<file path="config.mk">
export PLATFORM = sky130hd
export DESIGN_NAME = fetch_stage
export DESIGN_NICKNAME = d
export VERILOG_FILES = /design/src/rtl/cpu_pkg.sv /design/src/rtl/fetch_queue.sv /design/src/rtl/fetch_stage.sv
export SDC_FILE = /design/constraint.sdc
export NUM_CORES = 1
export LEC_CHECK = 0
export CORE_UTILIZATION = 55
export CTS_BUF_LIST = sky130_fd_sc_hd__clkbuf_8
export DETAILED_ROUTE_END_ITERATION = 10
export PLACE_DENSITY = 0.81
export SYNTH_ARGS = -nofsm -noshare
export SYNTH_HDL_FRONTEND = slang
export SYNTH_HIERARCHICAL = 1
export SYNTH_SLANG_ARGS = --single-unit
</file>
<file path="constraint.sdc">
create_clock -name clk -period 6.9 [get_ports clk]
set_input_delay 0.69 -clock clk [delete_from_list [all_inputs] [get_ports clk]]
set_output_delay 0.69 -clock clk [all_outputs]
set_load 0.01 [all_outputs]
</file>
<file path="src/rtl/cpu_pkg.sv">
// Shared CPU-wide widths and constants, plus the fetch queue entry layout.
package cpu_pkg;

  localparam int unsigned WORD_W = 16;
  localparam int unsigned ADDR_W = 16;
  localparam int unsigned ENTRY_W = ADDR_W + WORD_W;

  localparam logic [ADDR_W-1:0] PC_INC = 16'd2;
  localparam logic [ADDR_W-1:0] RESET_PC_DEFAULT = 16'h0000;

  typedef struct packed {
    logic [ADDR_W-1:0] pc;
    logic [WORD_W-1:0] instr;
  } fetch_entry_t;

  // Sequential fetch address; wraps naturally at the top of the address space.
  function automatic logic [ADDR_W-1:0] pc_next(input logic [ADDR_W-1:0] pc);
    return pc + PC_INC;
  endfunction

endpackage

</file>
<file path="src/rtl/fetch_queue.sv">
// Small circular FIFO of {pc, instr} entries between fetch and decode.
module fetch_queue import cpu_pkg::*; #(
  parameter int unsigned Depth = 2
) (
  input  logic               clk_i,
  input  logic               rst_ni,
  input  logic               push_i,
  input  logic               pop_i,
  input  logic               flush_i,
  input  logic [ENTRY_W-1:0] data_i,
  output logic [2:0]         count_o,
  output logic [ENTRY_W-1:0] head_o
);

  localparam int unsigned MaxDepth = 4;

  logic [ENTRY_W-1:0] mem_q [MaxDepth];
  logic [ENTRY_W-1:0] mem_d [MaxDepth];
  logic [1:0]         rd_ptr_q, rd_ptr_d;
  logic [1:0]         wr_ptr_q, wr_ptr_d;
  logic [2:0]         count_q, count_d;

  function automatic logic [1:0] ptr_inc(input logic [1:0] p);
    return (p == 2'(Depth - 1)) ? 2'd0 : p + 2'd1;
  endfunction

  always_comb begin
    mem_d    = mem_q;
    rd_ptr_d = rd_ptr_q;
    wr_ptr_d = wr_ptr_q;
    count_d  = count_q;
    if (flush_i) begin
      rd_ptr_d = '0;
      wr_ptr_d = '0;
      count_d  = '0;
    end else begin
      if (push_i) begin
        mem_d[wr_ptr_q] = data_i;
        wr_ptr_d        = ptr_inc(wr_ptr_q);
      end
      if (pop_i) begin
        rd_ptr_d = ptr_inc(rd_ptr_q);
      end
      case ({push_i, pop_i})
        2'b10:   count_d = count_q + 3'd1;
        2'b01:   count_d = count_q - 3'd1;
        default: count_d = count_q;
      endcase
    end
  end

  always_ff @(posedge clk_i or negedge rst_ni) begin
    if (!rst_ni) begin
      for (int i = 0; i < MaxDepth; i++) begin
        mem_q[i] <= '0;
      end
      rd_ptr_q <= '0;
      wr_ptr_q <= '0;
      count_q  <= '0;
    end else begin
      mem_q    <= mem_d;
      rd_ptr_q <= rd_ptr_d;
      wr_ptr_q <= wr_ptr_d;
      count_q  <= count_d;
    end
  end

  assign count_o = count_q;
  assign head_o  = mem_q[rd_ptr_q];

  // Issue throttling upstream must keep a push into a full queue impossible.
  assert property (@(posedge clk_i) disable iff (!rst_ni)
                   (push_i && !pop_i && !flush_i) |-> (count_q != 3'(Depth)));

endmodule

</file>
<file path="src/rtl/fetch_stage.sv">
// Instruction fetch: issues one-cycle-latency memory reads and buffers them for decode.
module fetch_stage import cpu_pkg::*; #(
  parameter logic [ADDR_W-1:0] RESET_PC = RESET_PC_DEFAULT,
  parameter int unsigned       QDEPTH   = 2
) (
  input  logic              clk,
  input  logic              rst,
  output logic [ADDR_W-1:0] imem_addr,
  output logic              imem_rd,
  input  logic [WORD_W-1:0] imem_data,
  input  logic              stall,
  input  logic              redirect,
  input  logic [ADDR_W-1:0] redirect_pc,
  output logic              if_valid,
  output logic [WORD_W-1:0] if_instr,
  output logic [ADDR_W-1:0] if_pc
);

  logic [ADDR_W-1:0] pc_q, pc_d;
  logic [ADDR_W-1:0] rd_pc_q, rd_pc_d;
  logic              inflight_q, inflight_d;
  logic              kill_q, kill_d;

  logic [2:0]         count;
  logic [ENTRY_W-1:0] head;
  fetch_entry_t       head_entry;
  logic               pop;
  logic               push;
  logic [3:0]         occupancy;

  assign pop       = if_valid & ~stall;
  // Entries already queued plus the one in flight, minus the one leaving this cycle.
  assign occupancy = {1'b0, count} + {3'b000, inflight_q} - {3'b000, pop};
  assign imem_rd   = rst & ~redirect & (occupancy < 4'(QDEPTH));
  assign imem_addr = pc_q;
  assign push      = inflight_q & ~kill_q & ~redirect;

  always_comb begin
    pc_d       = pc_q;
    rd_pc_d    = rd_pc_q;
    inflight_d = imem_rd;
    kill_d     = redirect;
    if (redirect) begin
      pc_d = {redirect_pc[ADDR_W-1:1], 1'b0};
    end else if (imem_rd) begin
      pc_d    = pc_next(pc_q);
      rd_pc_d = pc_q;
    end
  end

  always_ff @(posedge clk or negedge rst) begin
    if (!rst) begin
      pc_q       <= RESET_PC;
      rd_pc_q    <= '0;
      inflight_q <= 1'b0;
      kill_q     <= 1'b0;
    end else begin
      pc_q       <= pc_d;
      rd_pc_q    <= rd_pc_d;
      inflight_q <= inflight_d;
      kill_q     <= kill_d;
    end
  end

  fetch_queue #(
    .Depth (QDEPTH)
  ) u_queue (
    .clk_i   (clk),
    .rst_ni  (rst),
    .push_i  (push),
    .pop_i   (pop),
    .flush_i (redirect),
    .data_i  ({rd_pc_q, imem_data}),
    .count_o (count),
    .head_o  (head)
  );

  assign head_entry = fetch_entry_t'(head);
  assign if_valid   = (count != 3'd0);
  // Stale entries behind a flush are never exposed to decode.
  assign if_instr   = if_valid ? head_entry.instr : '0;
  assign if_pc      = if_valid ? head_entry.pc : '0;

endmodule
</file>
==> results.py <==
metrics = {
    "routing": {
        "first_pass_iters": 4,
        "wl_per_cell_um": 19.2,
        "drt-initial-drc-count": 297,
        "dr_total_vias": 4858,
        "drc": 0,
        "drt_wl_total_um": 16000,
        "postRouteAntennaNets": 0,
        "avgViaCountPerCell": 5.83,
    },
    "setup_path": {
        "crit_path_end_kind": "output pin",
        "crit_arrival_ns": 4.10,
        "critPathRequiredTime_ns": 6.21,
        "startpoint": "stall",
        "reg2reg_from": "u_queue/count_o[1]",
        "crit_path_max_fanout": 33,
        "critPathKind": "in2out",
        "startpoint_type": "input pin",
    },
    "clocking": {
        "cts_tree": "done",
        "post_cts_buffers": 0,
        "clk_pin_slew_ns": 0.08,
        "htree_num_levels": 4,
        "numCtsBuffers": 17,
        "cts-root-buf": "clkbuf_8",
        "clock_sinks": 167,
        "cts_resized": 0,
        "clk_latency_ns": 0.46,
        "hold_buffers": 0,
        "clock_path_buffers": 2,
    },
    "die": {
        "start_util_pct": 56.2,
        "num_rows": 43,
        "core_area_um2": 13900,
        "chipHeight_um": 121,
        "io-pin-count": 86,
        "fp.dieW_um": 121,
        "dieArea_um2": 14700,
    },
    "synthesis": {
        "yosysWarningCount": 6,
        "synth_cell_types": 46,
        "syn_area_um2": 7800,
        "synth_top_area_share_pct": 53.6,
        "synth.avg_cell_area_um2": 14.0,
        "syn_inst": 558,
        "synth.area.top_cells": "dfrtp_1, mux2_2, mux4_2, nor2b_1, nand2_1",
        "synth_common_cells": "dfrtp_1, mux2_2, nand2_1, nor2b_1, mux4_2",
        "synthFlopType": "dfrtp_1",
        "synth-seq-area-share_pct": 53.6,
        "synth_edf_count": 0,
        "synth.most_common_cell": "dfrtp_1",
        "async_reset_ff_share_pct": 100,
        "ys_ff_latch": 167,
        "netlist.top_cell.by_area": "dfrtp_1",
    },
    "sta": {
        "worstMarginPinSlew_ns": 1.09,
        "maxSlewHeadroom_pct": 27.2,
        "setup_viol": 0,
        "fin_setup_tns_ns": 0,
        "holdWs_ns": 0.274,
        "fmax_mhz": 209,
        "hold_violations": 0,
        "rsz0062_at_grt": "no",
        "min_period_ns": 4.79,
        "slew_viol_final": 0,
        "clock_skew_ns": 0.00997,
        "period_share_pct": 69.5,
    },
    "final_layout": {
        "drive_gt1_share_pct": 32.0,
        "area_delta_synth_final_pct": 18.2,
        "antennaDiodeCount": 0,
        "design_area_um2": 9220,
        "n_fill_cell": 947,
        "nNetsFinal": 683,
    },
    "status": {
        "status": "completed",
    },
    "placed_design": {
        "globalplace.congestion": 0.852,
        "place_area_um2": 8770,
        "hpwl_um": 10100,
        "portBuffers": 83,
    },
    "pwr": {
        "p_per_area_nw_per_um2": 339,
        "switchingPower_mw": 1.01,
        "comb_power_share_pct": 32.0,
        "sw_frac_of_total_pct": 32.2,
        "clkPwrFrac_pct": 24.6,
        "p_seq_share_pct": 43.4,
        "vdd_drop_max_v": 0.000180,
        "power.leakage_nw": 4.16,
        "power.internal_mw": 2.12,
    },
    "global_route": {
        "grt_pass1_vias": 5282,
        "grt_max_degree": 94,
        "grt_pass1_wl_um": 26700,
        "track_usage_pct": 24.1,
        "antenna_found_initial": 0,
        "gr-total-overflow": 0,
    },
    "run": {
        "max-cap-violations": 0,
    },
    "worst_hold_path": {
        "hold_path_class": "in2async",
    },
}
## kinds of logic after synthesis
family | after synthesis | share of synthesized area (%)
DFF | 167 | 53.6
muxes | 161 | 27.9
and+or+nand+nor | 135 | 9.58
buffers and inverters | 44 | 3.08
AOI/OAI and AO/OA | 38 | 3.96
adders and majority gates | 7 | 1.32
xor gates and xnor gates | 5 | 0.562
other | 1 | 0.0481
## placed cells by master (no fill, tap or decap), types with 11 or more instances in the layout
cell,count
mux2_2,122
nor2b_1,33
nand2_1,49
nor3_1,11
clkdlybuf4s50_1,82
mux4_2,32
clkbuf_8,18
a221o_1,12
dfrtp_1,166
buf_4,11
## per-layer routing
metal	global-route usage, %	vias to the layer above	share of wire (%)	wire length, um
met2	38.9	147	50	8000
met4	7.25	0	0.96	153
met5	0	-	0	0
met3	5.50	16	5.1	812
li1	-	2180	-	-
met1	32.7	2515	44	7030
## stage by stage
step           power, mW  utilization (%)  setup WS, ns  std cells
2_1_floorplan       1.98                -          3.07        562
3_3_place_gp        2.33             63.2          2.18        801
3_5_place_dp        2.37             63.2          2.12        801
4_1_cts             3.15             66.4          2.11        833
5_1_grt             3.30             66.4          1.85        833
6_report            3.12             66.4          2.11        833
## power by group through the flow
stage / clock network, mW / registers [mW] / logic (mW)
floorplan: 0 / 1.31 / 0.671
global placement: 0 / 1.35 / 0.979
detailed placement: 0 / 1.37 / 1.01
CTS: 0.780 / 1.35 / 1.01
global route: 0.817 / 1.39 / 1.09
finish: 0.767 / 1.35 / 1.00
## worst max-delay path, cell delays in order
cell and delay, ns:
clkdlybuf4s50_1 0.41, nor2_1 0.36, ha_1 0.32, nand2b_1 0.16, fa_1 0.38, xnor2_1 0.27
o211a_4 0.26, nand2_4 0.22, inv_2 0.40, clkdlybuf4s50_1 0.62
## sequential cells by signal, summed over array words and instances, names as in the netlist
register          count
u_queue/mem_q       128
rd_pc_q              15
u_queue/wr_ptr_q      2
kill_q                1
u_queue/rd_ptr_q      2
u_queue/count_o       3
imem_addr            15
inflight_q            1
## final timing paths
path / to / slack [ns] / depth (start not counted)
hold / removal: u_queue/mem_q[98] / 0.27 / 1
setup / recovery: imem_rd / 2.11 / 10
hold reg to reg: u_queue/mem_q[62] / 0.49 / 1
max in group asynchronous: u_queue/rd_ptr_q[0] / 5.12 / 2
setup reg to reg: imem_addr[13] / 3.45 / 11
min in group clk: u_queue/mem_q[62] / 0.49 / 1
## layout make-up
type,instances,area [um2],share of cell area (%)
inverter,9,33.8,0.367
clock buffer,18,248,2.69
clock inverter,14,200,2.17
multi-input combinational,351,3410,37.0
sequential,167,4180,45.4
timing repair buffer,94,915,9.93
tap,180,225,2.44
Power figures use the tool's default switching activity.
